$ cat src/rtl/hexdump_line_formatter.sv
// Byte-stream to ASCII hexdump converter: "OOOO: XX XX ... \r\n", one character
// per out_strobe, paced by the transmitter's ready signal.
module hexdump_line_formatter #(
  parameter int BYTES_PER_LINE = 16,
  parameter int ADDR_DIGITS    = 4
) (
  input  logic       clk,
  input  logic       reset,
  input  logic [7:0] in_data,
  input  logic       in_valid,
  output logic       in_ready,
  input  logic       flush,
  output logic [7:0] out_data,
  output logic       out_strobe,
  input  logic       out_ready,
  output logic       busy
);

  localparam int AW = ADDR_DIGITS * 4;
  localparam int CW = $clog2(BYTES_PER_LINE + 1);
  localparam int DW = (ADDR_DIGITS > 1) ? $clog2(ADDR_DIGITS) : 1;

  typedef enum logic [3:0] {IDLE, ADDR, COLON, SPC0, HI, LO, SEP, CR, LF} state_t;

  state_t         state_reg, state_next;
  logic [CW-1:0]  col_reg, col_next;
  logic [AW-1:0]  offset_reg, offset_next;
  logic [AW-1:0]  line_off_reg, line_off_next;
  logic [7:0]     byte_reg, byte_next;
  logic [DW-1:0]  dig_reg, dig_next;
  logic [7:0]     out_data_reg, out_data_next;
  logic           out_strobe_reg, out_strobe_next;
  logic           run_reg;

  logic [AW-1:0]  addr_shift;
  logic [7:0]     char_sel;
  logic           emit;
  logic           flush_req;
  logic           accept;

  function automatic logic [7:0] hex_char(input logic [3:0] n);
    return (n < 4'd10) ? (8'h30 + {4'h0, n}) : (8'h37 + {4'h0, n});
  endfunction

  // Flush of a partial line wins over a byte offered in the same cycle.
  assign flush_req  = (state_reg == IDLE) && flush && (col_reg != '0);
  assign in_ready   = (state_reg == IDLE) && run_reg && !flush_req;
  assign accept     = in_valid && in_ready;
  assign busy       = (state_reg != IDLE);
  assign out_data   = out_data_reg;
  assign out_strobe = out_strobe_reg;
  assign addr_shift = line_off_reg >> {dig_reg, 2'b00};

  // Every non-idle state emits one character; the strobe gap covers uart_tx ready latency.
  assign emit = (state_reg != IDLE) && out_ready && !out_strobe_reg;

  always_comb begin
    state_next    = state_reg;
    col_next      = col_reg;
    offset_next   = offset_reg;
    line_off_next = line_off_reg;
    byte_next     = byte_reg;
    dig_next      = dig_reg;
    char_sel      = 8'h00;

    case (state_reg)
      IDLE: begin
        if (flush_req) begin
          state_next = CR;
        end else if (accept) begin
          byte_next   = in_data;
          offset_next = offset_reg + AW'(1);
          if (col_reg == '0) begin
            line_off_next = offset_reg;
            dig_next      = DW'(ADDR_DIGITS - 1);
            state_next    = ADDR;
          end else begin
            state_next = HI;
          end
        end
      end
      ADDR: begin
        char_sel = hex_char(addr_shift[3:0]);
        if (emit) begin
          if (dig_reg == '0) state_next = COLON;
          else               dig_next   = dig_reg - 1'b1;
        end
      end
      COLON: begin
        char_sel = 8'h3A;
        if (emit) state_next = SPC0;
      end
      SPC0: begin
        char_sel = 8'h20;
        if (emit) state_next = HI;
      end
      HI: begin
        char_sel = hex_char(byte_reg[7:4]);
        if (emit) state_next = LO;
      end
      LO: begin
        char_sel = hex_char(byte_reg[3:0]);
        if (emit) state_next = SEP;
      end
      SEP: begin
        char_sel = 8'h20;
        if (emit) begin
          col_next   = col_reg + 1'b1;
          state_next = (col_reg + 1'b1 == CW'(BYTES_PER_LINE)) ? CR : IDLE;
        end
      end
      CR: begin
        char_sel = 8'h0D;
        if (emit) state_next = LF;
      end
      LF: begin
        char_sel = 8'h0A;
        if (emit) begin
          col_next   = '0;
          state_next = IDLE;
        end
      end
      default: state_next = IDLE;
    endcase

    out_strobe_next = emit;
    out_data_next   = emit ? char_sel : out_data_reg;
  end

  always_ff @(posedge clk or negedge reset) begin
    if (!reset) begin
      state_reg      <= IDLE;
      col_reg        <= '0;
      offset_reg     <= '0;
      line_off_reg   <= '0;
      byte_reg       <= '0;
      dig_reg        <= '0;
      out_data_reg   <= 8'h00;
      out_strobe_reg <= 1'b0;
      run_reg        <= 1'b0;
    end else begin
      state_reg      <= state_next;
      col_reg        <= col_next;
      offset_reg     <= offset_next;
      line_off_reg   <= line_off_next;
      byte_reg       <= byte_next;
      dig_reg        <= dig_next;
      out_data_reg   <= out_data_next;
      out_strobe_reg <= out_strobe_next;
      run_reg        <= 1'b1;
    end
  end

endmodule
$ cat config.mk
export PLATFORM = sky130hd
export DESIGN_NAME = hexdump_line_formatter
export DESIGN_NICKNAME = d
export VERILOG_FILES = /design/src/rtl/hexdump_line_formatter.sv
export SDC_FILE = /design/constraint.sdc
export NUM_CORES = 1
export LEC_CHECK = 0
export CORE_MARGIN = 2
export CORE_UTILIZATION = 30
export CTS_CLUSTER_DIAMETER = 60
export DETAILED_ROUTE_END_ITERATION = 16
export PLACE_DENSITY_LB_ADDON = 0.08
export SLEW_MARGIN = 25
export SYNTH_ARGS = -nofsm -noshare
export SYNTH_HDL_FRONTEND = slang
export SYNTH_SLANG_ARGS = --single-unit
export TNS_END_PERCENT = 10
$ cat constraint.sdc
create_clock -name clk -period 6.34 [get_ports clk]
set_input_delay 0.951 -clock clk [delete_from_list [all_inputs] [get_ports clk]]
set_output_delay 0.951 -clock clk [all_outputs]
set_load 0.05 [all_outputs]
# Word-level counts from Yosys, hierarchy flattened
# Index checks and enable logic that the tools add are counted.
# classes
n_mux,27
n_shift,1
add_sub_neg,9
n_eq_ne,23
order_cmp,3
n_bitwise,1
n_reduce_logical,22
# op_table
cell,count
case mux 7 bit (7 select lines),1
two-way mux 4 bit,11
adder 6 x 4 -> 7 bit (first input constant),6
case mux 4 bit (9 select lines),1
inequality test 2 bit (second input constant),12
two-way mux 7 bit,3
adder 16 x 1 -> 16 bit (second input constant),1
== test 4 x 3 -> 1 bit (second input constant),4
right shift 16 x 4 -> 4 bit,1
less-than comparator 4 bit (second input constant),3
two-way mux 2 bit,5
two-way mux 5 bit,2
case mux 5 bit (2 select lines),1
AND reduction 10 bit,1
== test 4 x 2 -> 1 bit (second input constant),2
logical AND 1 bit,7
two-way mux 3 bit,2
AND reduction 3 bit,2
AND reduction 6 bit,1
adder 5 x 1 -> 5 bit (second input constant),1
== test 5 bit (second input constant),1
zero test 5 bit,1
nonzero test 5 bit,1
== test 4 x 1 -> 1 bit (second input constant),1
other kinds (13),15
# word_totals
out_inout_bits,11
elab_cells,95
regBits,61
in_bits,13

# Depth between registers and ports, before layout
# Gate-level depths: netlist (run 1).
# logic_depth
word_depth,9
ltp_mapped,8
mapped_depth_nobuf,7

# Worst setup path after synthesis (run 1)
# No wires, ideal clock.
# synth_path
kind,reg-to-output
startpoint,register col_reg[0]
endpoint,output port in_ready
path_buffers,0
stages_incl_launch_ff,5
t_required_ns,5.389
setup_slack_ns,3.431
arrival_ns,1.958
cell_sequence,dfrtp_1 > inv_1 > ha_1 > or4b_4 > a21oi_1
# synth_between
elab_chain_cells,4
# synth_rtl
element,line_no,text
"start, declared",26,"logic [CW-1:0] col_reg, col_next;"
"start signal, assigned",143,col_reg <= col_next;
nonzero test 5 bit,46,assign flush_req = (state_reg == IDLE) && flush && (col_reg != '0);
logical AND 1 bit,46,
zero test 1 bit,47,assign in_ready = (state_reg == IDLE) && run_reg && !flush_req;
logical AND 1 bit,47,
"end, declared",11,"output logic in_ready,"
# Every way passes these cells.

# Worst setup path in the final report (run 1)
# Same ends and word-level chain as after synthesis.

==> qor.tcl, run 1 <==
set qor(outcome) {finished, final reports clean}
set qor(drt-pass1-iter-count) 4
set qor(io_buffers) 22
set qor(dpl_worst_slack_ns) 2.97
set qor(floorplan.die_area_mm2) 0.0119
set qor(min-delay-path-class) {reg -> reg}
set qor(ys_warn_count) 0
set qor(row_count) 38
set qor(holdCritStartpoint) {offset_reg[15]}
set qor(fin_util_pct) 35.6
set qor(finalHoldViolations) 0
set qor(critical_path.endpoint_type) {output pin}
set qor(launching_point_of_the_worst_reg2reg_path) {state_reg[1]}
set qor(die_y_um) 109
set qor(cts.clk_slew.worst_paths_ns) 0.07
set qor(global_route.overflow_total) 0
set qor(number_of_vias_per_cell_after_detailed_routing) 5.06
set qor(seq_total_area_yosys_pct) 45.3
set qor(synth_flop_cell) {sky130_fd_sc_hd__dfrtp_1}
set qor(finalWorstSetupSlack_ns) 2.83
set qor(start_util_pct) 30.7
set qor(relSlewSlack_pct) 38.0
set qor(worstSkewPairLatency_ns) 0.34
set qor(layout_worst_path_cycle_share_pct) 55.3
set qor(ctsHoldBuffers) 0
set qor(power_density_mw_per_mm2) 390
set qor(n_fill_cell) 1125
set qor(ios) 24
set qor(worst-r2r-cell-count) 6
set qor(die_w_um) 109
set qor(fmax_mhz) 285
set qor(finalMaxSlewViolations) 0
set qor(critical_path.startpoint_type) {flop}
set qor(detailedPlacementHpwl_um) 5420
set qor(cts_buffer_depth) 2
set qor(cts_made_buffers) 9
set qor(timing.hold.worst_path_depth) 1
set qor(vias) 2469
set qor(max-cap-violations) 0
set qor(critical-path-top-delay-family) {buffers and inverters}
set qor(cts_sink_cnt) 60
set qor(drt_iter0_markers) 123
set qor(gp_routability_congestion) 0.767
set qor(timing.critical_path.required_ns) 5.39
set qor(total_leakage_power_nw) 1.63
set qor(flop_and_latch_count_out_of_synthesis) 60
set qor(cell_chain_critical_path) {inv_1 -> ha_1 -> or4b_4 -> a21oi_1 -> clkdlybuf4s50_1}
set qor(routed_wire_length_per_instance_um) 16.0
set qor(remaining_drc_errors) 0
set qor(clock_root_cell) {sky130_fd_sc_hd__clkbuf_8}
set qor(skew_ns) 0.00902
set qor(reg2reg_slack_ns) 3.56
set qor(area.growth.synth_to_final_pct) 15.8
set qor(final_nets) 365
set qor(core_area_mm2) 0.0108
set qor(synthCells) 325
set qor(critical-path-slowest-cell) {sky130_fd_sc_hd__clkdlybuf4s50_1}
set qor(cts_tree) {yes}
set qor(grt_antenna_before_repair) 0
set qor(worstReg2RegEnd) {dig_reg[1]}
set qor(postSynthAreaPerCell_um2) 10.2
set qor(setup_viol) 0
set qor(wirelength_routed_um) 7830
set qor(async_sr_flop_fraction_pct) 100
set qor(rsz0062_at_grt) {false}
set qor(synth_edf_count) 0
set qor(syn_nets) 346
set qor(post_synth_instance_area_mm2) 0.00332
set qor(worst_ep_arrival_time_ns) 2.56
set qor(critPathBufInv) 2
set qor(hold_end) {offset_reg[15]}
set qor(post_cts_resized) 0
set qor(vdd_ir_drop_max_mv) 0.150
set qor(grt_first_pass_wirelength_um) 13000
set qor(pin_count_of_the_biggest_net_entering_global_routing) 61
set qor(grt_pass1_vias) 2476
set qor(insertedDiodeCount) 0
set qor(final_antenna_net_count) 0
set qor(drive_above_1_share_pct) 15.8
set qor(synth_cell_types) 60
set qor(criticalPathCategory) {reg -> out}
set qor(cts_setup_buffers) 0
set qor(cts-htree-levels) 3
set qor(tns_ns) 0
set qor(timing.final.crit_period_ns) 3.51
set qor(worstMarginPinSlew_ns) 0.927
set qor(slowest_delay_ns) 0.82
set qor(grt_util_all_layers_pct) 14.6
set qor(critPathMaxFanout) 9
-- cells in the mapped netlist, types with 2 or more instances --
master                      n  area (µm²)
sky130_fd_sc_hd__and4b_1    2        20.0
sky130_fd_sc_hd__o21ai_1    2        10.0
sky130_fd_sc_hd__a31oi_1    4        25.0
sky130_fd_sc_hd__mux2_2    21         236
sky130_fd_sc_hd__a211o_1    3        26.3
sky130_fd_sc_hd__nand3_1   17        85.1
sky130_fd_sc_hd__xor2_1     6        52.6
sky130_fd_sc_hd__nand4_1    3        18.8
sky130_fd_sc_hd__xnor2_1   13         114
sky130_fd_sc_hd__buf_4      3        22.5
sky130_fd_sc_hd__nor2_1    12        45.0
sky130_fd_sc_hd__conb_1     2        7.51
sky130_fd_sc_hd__ha_1       8         100
sky130_fd_sc_hd__or2_2      2        12.5
sky130_fd_sc_hd__buf_6      2        22.5
sky130_fd_sc_hd__a21boi_0   2        15.0
sky130_fd_sc_hd__and2_1     4        25.0
sky130_fd_sc_hd__a211oi_1   3        22.5
sky130_fd_sc_hd__dfrtp_1   60        1500
sky130_fd_sc_hd__nor3_1     9        45.0
sky130_fd_sc_hd__clkbuf_1   7        26.3
sky130_fd_sc_hd__nand2_1   26        97.6
sky130_fd_sc_hd__buf_2      3        15.0
sky130_fd_sc_hd__nand2b_1   4        25.0
sky130_fd_sc_hd__nor3b_1    2        15.0
sky130_fd_sc_hd__nor2b_1    3        18.8
sky130_fd_sc_hd__inv_1     14        52.6
sky130_fd_sc_hd__o21ai_0   29         145
sky130_fd_sc_hd__mux4_2     4        90.1
sky130_fd_sc_hd__or4b_1     2        20.0
sky130_fd_sc_hd__and3_1     7        43.8
sky130_fd_sc_hd__a21oi_1   18        90.1
-- logic make-up (layout without fill, tap and decap cells) --
logic type / Yosys count / in the layout / synth area share (%)
buffers and inverters: 31 / 54 / 4.41
XOR/XNOR: 19 / 19 / 5.02
adder cells (fa/ha/maj): 8 / 8 / 3.02
flip-flops: 60 / 60 / 45.3
multiplexers: 26 / 26 / 10.1
AND/OR/NAND/NOR: 105 / 105 / 18.1
AO/OA/AOI/OAI: 74 / 74 / 13.8
other: 2 / 2 / 0.226
-- power by group --
part	internal [W]	switching, W	total, W	leakage, nW
registers	0.000459	0.000132	0.000591	0.783
clock network	0.000212	0.000154	0.000366	0.101
logic	0.000218	0.000325	0.000543	0.747
total	0.000888	0.000611	0.00150	1.63
-- per-layer routing --
layer  GRT usage (%)  up-vias  part of all wire (%)
met1            20.8     1210                    52
met4            7.97        0                   2.0
met2            20.6       40                    43
met3            2.75       11                   3.5
met5               0        -                     0
li1                -     1208                     -
-- layout by cell type (no fill, tap or decap), drive strengths merged, types with 11 or more instances in the layout --
master         instances
dfrtp                 60
o21ai                 31
nand2                 26
mux2                  21
clkdlybuf4s50         21
a21oi                 18
nand3                 17
inv                   15
xnor2                 13
nor2                  12
clkbuf                12
nor3                  11
-- final cells by class --
type	instances	area, µm²	area share [%]
flip-flops and latches	60	1500	39.1
well taps	140	175	4.56
clock buffers	12	165	4.30
multi-input cells	234	1670	43.4
repair buffers	24	230	5.99
inverters	15	56.3	1.47
clock inverters	3	45.0	1.17
-- worst max-delay path by stage --
stage,startpoint,end,slack (ns),cells after the start
floorplan,col_reg[0],in_ready,3.43,4
global placement,flush,in_ready,2.97,3
detailed placement,flush,in_ready,2.97,3
CTS,col_reg[0],in_ready,2.80,5
global route,col_reg[0],in_ready,2.71,5
finish,col_reg[0],in_ready,2.83,5
-- through the flow --
step	cells	cell area (µm²)	hold slack (ns)	total power (W)
finish	488	3840	0.469	0.00150
global route	488	3840	0.488	0.00161
CTS	488	3840	0.476	0.00152
detailed placement	473	3630	0.465	0.00114
global placement	473	3630	0.463	0.00114
floorplan	325	3320	0.436	0.000963
No activity file was read; power rests on OpenSTA's default activity.
==> run 2, diff against run 1 <==
- clock period: 6.34 -> 3.2 ns (I/O delays scaled with it)
==> run 2 against run 1 <==
  * Core utilization is 0.68 points higher
  * Via count up 0.32%
  * Setup slack worse by 2.6 ns
  * Worst hold slack worse by 0.35 ns
  * Clock power is 110% higher
  * Critical endpoint unchanged
  * Largest power group is now combinational cells
  * Highest routed layer unchanged
==> qor.tcl, run 2 (synthesis gave the netlist of run 1 again) <==
set qor(tns_ns) 0 ;# unchanged
set qor(rsz0062_at_grt) {false} ;# unchanged
set qor(worstMarginPinSlew_ns) 0.782 ;# was 0.927 ns
set qor(cts_setup_buffers) 0 ;# unchanged
set qor(critPathMaxFanout) 9 ;# unchanged
set qor(vias) 2477 ;# was 2,469
set qor(core_area_mm2) 0.0108 ;# unchanged
set qor(drt_iter0_markers) 110 ;# was 123
set qor(gp_routability_congestion) 0.735 ;# was 0.767
set qor(post_cts_resized) 0 ;# unchanged
set qor(final_antenna_net_count) 0 ;# unchanged
set qor(cts.clk_slew.worst_paths_ns) 0.07 ;# about the same
set qor(grt_antenna_before_repair) 0 ;# unchanged
set qor(detailedPlacementHpwl_um) 5580 ;# was 5420 µm
set qor(worstSkewPairLatency_ns) 0.34 ;# about the same
set qor(criticalPathCategory) {reg -> out} ;# unchanged
set qor(insertedDiodeCount) 0 ;# unchanged
set qor(finalHoldViolations) 0 ;# unchanged
set qor(total_leakage_power_nw) 1.68 ;# was 1.63 nW
set qor(finalWorstSetupSlack_ns) 0.187 ;# was 2.83 ns
set qor(die_w_um) 109 ;# unchanged
set qor(critical_path.startpoint_type) {flop} ;# unchanged
set qor(drive_above_1_share_pct) 17.9 ;# was 15.8%
set qor(switching_share_pct) 40.5 ;# was 40.8%
set qor(area.growth.synth_to_final_pct) 18.1 ;# was 15.8%
set qor(floorplan.die_area_mm2) 0.0119 ;# unchanged
set qor(drt-pass1-iter-count) 4 ;# unchanged
set qor(die_y_um) 109 ;# unchanged
set qor(clock_root_cell) {sky130_fd_sc_hd__clkbuf_8} ;# unchanged
set qor(cts_tree) {yes} ;# unchanged
set qor(dpl_worst_slack_ns) 0.536 ;# was 2.97 ns
set qor(outcome) {finished, final reports clean} ;# unchanged
set qor(max-cap-violations) 0 ;# unchanged
set qor(number_of_vias_per_cell_after_detailed_routing) 4.98 ;# was 5.06
set qor(remaining_drc_errors) 0 ;# unchanged
set qor(min-delay-path-class) {in -> async} ;# was reg -> reg
set qor(cts_sink_cnt) 60 ;# unchanged
set qor(grt_first_pass_wirelength_um) 12700 ;# was 13,000 µm
set qor(grt_util_all_layers_pct) 14.4 ;# was 14.6%
set qor(timing.final.crit_period_ns) 3.01
set qor(net_switching_w) 0.00124 ;# was 0.000611 W
set qor(cts_made_buffers) 9 ;# unchanged
set qor(worst_ep_arrival_time_ns) 2.53 ;# was 2.56 ns
set qor(fmax_mhz) 332
set qor(setup_viol) 0 ;# unchanged
set qor(wirelength_routed_um) 7810 ;# was 7830 µm
set qor(n_fill_cell) 1109 ;# was 1,125
set qor(multi_input_gate_area_mm2) 0.00167 ;# unchanged
set qor(cts-htree-levels) 3 ;# unchanged
set qor(final_nets) 373 ;# was 365
set qor(io_buffers) 22 ;# unchanged
set qor(global_route.overflow_total) 0 ;# unchanged
set qor(start_util_pct) 30.7 ;# unchanged
set qor(pin_count_of_the_biggest_net_entering_global_routing) 42 ;# was 61
set qor(power_frac_seq_pct) 35.6 ;# was 39.4%
set qor(most_frequent_standard_cell_in_the_layout_excluding_fill_and_tap_cells) {sky130_fd_sc_hd__dfrtp_1} ;# unchanged
set qor(power.combinational.fraction_pct) 39.1 ;# was 36.2%
set qor(p_clk_share_pct) 25.3 ;# was 24.4%
set qor(skew_ns) 0.0126 ;# was 0.00902 ns
set qor(ctsHoldBuffers) 0 ;# unchanged
set qor(cts_buffer_depth) 2 ;# unchanged
set qor(power_density_mw_per_mm2) 779 ;# was 390 mW/mm²
set qor(most-common-layout-cells) {sky130_fd_sc_hd__dfrtp_1 (60), sky130_fd_sc_hd__o21ai_0 (29), sky130_fd_sc_hd__nand2_1 (26)} ;# unchanged
set qor(row_count) 38 ;# unchanged
set qor(finalMaxSlewViolations) 0 ;# unchanged
set qor(layout_worst_path_cycle_share_pct) 94.2
set qor(vdd_ir_drop_max_mv) 0.433 ;# was 0.150 mV
set qor(relSlewSlack_pct) 47.5 ;# was 38.0%
set qor(timing.critical_path.required_ns) 2.72 ;# was 5.39 ns
set qor(fin_util_pct) 36.3 ;# was 35.6%
set qor(internal_dissipation_w) 0.00181 ;# was 0.000888 W
set qor(ff_latch_area_mm2) 0.00150 ;# unchanged
set qor(ios) 24 ;# unchanged
set qor(routed_wire_length_per_instance_um) 15.7 ;# was 16.0 µm
set qor(critical_path.endpoint_type) {output pin} ;# unchanged
set qor(grt_pass1_vias) 2411 ;# was 2,476
[run 2: cell count changes in the layout (fill, tap and decap cells not counted), sizes merged]
cell / before / now
buf: 3 / 11
bufinv: 1 / 2
clkbuf: 12 / 9
clkinv: 0 / 1
inv: 15 / 17
[run 2: path summary, 6_finish.rpt]
path | startpoint | end | slack (ns) | cells after the start
max | col_reg[0] | in_ready | 0.19 | 5
min | reset | col_reg[3] | 0.12 | 1
max reg2reg | col_reg[0] | offset_reg[1] | 0.73 | 6
min reg2reg | offset_reg[15] | offset_reg[15] | 0.47 | 1
max in group asynchronous | reset | offset_reg[14] | 2.50 | 2
min in group clk | offset_reg[15] | offset_reg[15] | 0.47 | 1
[run 2: critical path, cell delays in order, from the launching register on]
cell and delay, ns:
sky130_fd_sc_hd__dfrtp_1 0.47, sky130_fd_sc_hd__inv_1 0.09, sky130_fd_sc_hd__ha_1 0.15, sky130_fd_sc_hd__or4b_4 0.51, sky130_fd_sc_hd__a21oi_1 0.16, sky130_fd_sc_hd__clkdlybuf4s50_1 0.82
[run 2: power groups by stage]
stage / Combinational (W) / Sequential (W) / Clock (W)
floorplan: 0.000691 / 0.00122 / 0
global placement: 0.00120 / 0.00110 / 0
detailed placement: 0.00120 / 0.00110 / 0
CTS: 0.00120 / 0.00109 / 0.000798
global route: 0.00131 / 0.00112 / 0.000833
finish: 0.00119 / 0.00109 / 0.000772
[run 2: through the flow]
stage / hold WS [ns] / total power (W) / instance area [µm²] / instances
3_3_place_gp: 0.461 / 0.00231 / 3690 / 481
5_1_grt: 0.165 / 0.00327 / 3920 / 497
2_1_floorplan: 0.184 / 0.00191 / 3320 / 325
6_report: 0.122 / 0.00305 / 3920 / 497
3_5_place_dp: 0.459 / 0.00230 / 3690 / 481
4_1_cts: 0.328 / 0.00309 / 3910 / 497
[run 2: cell type report]
class,instances,share of cell area (%)
repair buffers,32,7.48
flip-flops and latches,60,38.3
multi-input cells,234,42.6
inverters,15,1.44
well taps,140,4.47
clock buffers,9,3.16
clock inverters,7,2.49
[run 2: layer usage]
layer  share of wire, %  global-route usage [%]  vias to the layer above
li1                   -                       -                     1226
met2                 43                    20.6                       46
met3                4.2                    2.69                        8
met4                1.2                    5.77                        0
met1                 52                    21.1                     1197
met5                  0                       0                        -
==> run 3, diff against run 2 <==
- HOLD_SLACK_MARGIN: default -> 0.05
- SLEW_MARGIN: 25 -> default
==> run 3 against run 2 <==
  * Clock power is essentially flat
  * Sequential share of layout area is essentially flat
  * Largest power group unchanged
  * Largest cell class unchanged
  * Combinational power is essentially flat
  * Routed wire length is essentially flat
  * Die area is the same
  * Critical path depth is the same
  * Cell area is essentially flat
  * Clock skew is the same
  * Non-clock buffer count is the same
  * Via count is the same
  * Critical endpoint unchanged
  * Maximum frequency is the same
  * First-iteration DRC count is the same
==> qor.tcl, run 3 (synthesis gave the netlist of run 1 again) <==
set qor(outcome) {finished, final reports clean} ;# unchanged
set qor(groute.layer.met2.usage_pct) 20.6 ;# unchanged
set qor(slowest_delay_ns) 0.82 ;# about the same
set qor(critPathMaxFanout) 9 ;# unchanged
set qor(min-delay-path-class) {in -> async} ;# unchanged
set qor(max-cap-violations) 0 ;# unchanged
set qor(pin_count_of_the_biggest_net_entering_global_routing) 42 ;# unchanged
set qor(remaining_drc_errors) 0 ;# unchanged
set qor(reg2reg_slack_ns) 0.73 ;# about the same
set qor(setup_viol) 0 ;# unchanged
set qor(row_count) 38 ;# unchanged
set qor(use_met3_pct) 2.69 ;# unchanged
set qor(global_route.overflow_total) 0 ;# unchanged
set qor(gp_routability_congestion) 0.735 ;# unchanged
set qor(number_of_vias_per_cell_after_detailed_routing) 4.98 ;# unchanged
set qor(drt_iter0_markers) 110 ;# unchanged
set qor(cell_chain_critical_path) {inv_1 -> ha_1 -> or4b_4 -> a21oi_1 -> clkdlybuf4s50_1} ;# unchanged
set qor(die_y_um) 109 ;# unchanged
set qor(start_util_pct) 30.7 ;# unchanged
set qor(cts_setup_buffers) 0 ;# unchanged
set qor(fin_util_pct) 36.3 ;# about the same
set qor(core_area_mm2) 0.0108 ;# unchanged
set qor(cts_buffer_depth) 2 ;# unchanged
set qor(grt_antenna_before_repair) 0 ;# unchanged
set qor(final_nets) 373 ;# unchanged
set qor(timing.critical_path.required_ns) 2.72 ;# about the same
set qor(vdd_ir_drop_max_mv) 0.433 ;# about the same
set qor(n_fill_cell) 1108 ;# was 1,109
set qor(worstSkewPairLatency_ns) 0.34 ;# about the same
set qor(most_frequent_standard_cell_in_the_layout_excluding_fill_and_tap_cells) {sky130_fd_sc_hd__dfrtp_1} ;# unchanged
set qor(criticalPathCategory) {reg -> out} ;# unchanged
set qor(rsz0062_at_grt) {false} ;# unchanged
set qor(grt_first_pass_wirelength_um) 12700 ;# unchanged
set qor(drt-pass1-iter-count) 4 ;# unchanged
set qor(ctsHoldBuffers) 0 ;# unchanged
set qor(grt_pass1_vias) 2411 ;# unchanged
set qor(area.growth.synth_to_final_pct) 18.0 ;# was 18.1%
set qor(relSlewSlack_pct) 35.6 ;# was 47.5%
set qor(total_leakage_power_nw) 1.68 ;# about the same
set qor(worst_ep_arrival_time_ns) 2.53 ;# about the same
set qor(io_buffers) 22 ;# unchanged
set qor(power_density_mw_per_mm2) 779 ;# about the same
set qor(timing.final.crit_period_ns) 3.01 ;# unchanged
set qor(cts_tree) {yes} ;# unchanged
set qor(worstMarginPinSlew_ns) 0.966 ;# was 0.782 ns
set qor(launching_point_of_the_worst_reg2reg_path) {col_reg[0]} ;# unchanged
set qor(insertedDiodeCount) 0 ;# unchanged
set qor(critical-path-top-delay-family) {buffers and inverters} ;# unchanged
set qor(cts_sink_cnt) 60 ;# unchanged
set qor(cts.clk_slew.worst_paths_ns) 0.07 ;# about the same
set qor(vias) 2477 ;# unchanged
set qor(tns_ns) 0 ;# unchanged
set qor(die_w_um) 109 ;# unchanged
set qor(cts_made_buffers) 9 ;# unchanged
set qor(routed_wire_length_per_instance_um) 15.7 ;# about the same
set qor(post_cts_resized) 0 ;# unchanged
set qor(grt_util_all_layers_pct) 14.4 ;# unchanged
set qor(layout_worst_path_cycle_share_pct) 94.2 ;# unchanged
set qor(finalMaxSlewViolations) 0 ;# unchanged
set qor(critPathBufInv) 2 ;# unchanged
set qor(critical_path.startpoint_type) {flop} ;# unchanged
set qor(floorplan.die_area_mm2) 0.0119 ;# unchanged
set qor(clock_root_cell) {sky130_fd_sc_hd__clkbuf_8} ;# unchanged
set qor(ios) 24 ;# unchanged
set qor(skew_ns) 0.0126 ;# unchanged
set qor(cts-htree-levels) 3 ;# unchanged
set qor(grt_use_met1_pct) 21.1 ;# unchanged
set qor(launching_element_of_the_worst_setup_path) {col_reg[0]} ;# unchanged
set qor(wirelength_routed_um) 7810 ;# about the same
set qor(detailedPlacementHpwl_um) 5580 ;# unchanged
set qor(critical_path.endpoint_type) {output pin} ;# unchanged
set qor(busiest_layer_in_global_routing) {met1} ;# unchanged
set qor(drive_above_1_share_pct) 17.9 ;# unchanged
set qor(critical-path-slowest-cell) {sky130_fd_sc_hd__clkdlybuf4s50_1} ;# unchanged
set qor(most-common-layout-cells) {sky130_fd_sc_hd__dfrtp_1 (60), sky130_fd_sc_hd__o21ai_0 (29), sky130_fd_sc_hd__nand2_1 (26)} ;# unchanged
set qor(fmax_mhz) 332 ;# unchanged
set qor(finalHoldViolations) 0 ;# unchanged
set qor(final_antenna_net_count) 0 ;# unchanged
-- run 3: worst paths after layout --
| check | depth (start not counted) | endpoint |
|---|---|---|
| min in group clk | 1 | offset_reg[15] |
| hold reg to reg | 1 | offset_reg[15] |
| setup reg to reg | 6 | offset_reg[1] |
| setup / recovery | 5 | in_ready |
| max in group asynchronous | 2 | offset_reg[14] |
| hold / removal | 1 | col_reg[3] |
-- run 3: report_power, final --
| part | switching (W) | leakage, nW | total, W | internal [W] |
|---|---|---|---|---|
| combinational | 0.000731 | 0.788 | 0.00119 | 0.000461 |
| sequential | 0.000175 | 0.783 | 0.00109 | 0.000911 |
| clock | 0.000330 | 0.106 | 0.000772 | 0.000442 |
| total | 0.00124 | 1.68 | 0.00305 | 0.00181 |
-- run 3: final cells by class --
type                            count  area, µm²  share of cell area, %
Clock buffer                        9        124                   3.16
Clock inverter                      7       97.6                   2.49
Inverter                           15       56.3                   1.44
Multi-Input combinational cell    234       1670                   42.6
Sequential cell                    60       1500                   38.4
Tap cell                          140        175                   4.48
Timing Repair Buffer               32        290                   7.42
-- run 3: metal layers --
| metal | wire [µm] | share of wire [%] | vias to the layer above |
|---|---|---|---|
| li1 | - | - | 1226 |
| met4 | 93 | 1.2 | 0 |
| met1 | 4030 | 52 | 1197 |
| met2 | 3350 | 43 | 46 |
| met5 | 0 | 0 | - |
| met3 | 328 | 4.2 | 8 |
-- run 3: per-stage QoR --
| stage | power, W | worst slack, ns | hold WS [ns] | std cells | cell area [µm²] |
|---|---|---|---|---|---|
| after detailed placement | 0.00230 | 0.536 | 0.459 | 481 | 3690 |
| after global routing | 0.00327 | 0.0494 | 0.372 | 497 | 3910 |
| after CTS | 0.00309 | 0.150 | 0.328 | 497 | 3910 |
| after floorplan | 0.00191 | 0.762 | 0.184 | 325 | 3320 |
| after global placement | 0.00231 | 0.549 | 0.461 | 481 | 3690 |
| final | 0.00305 | 0.187 | 0.290 | 497 | 3910 |
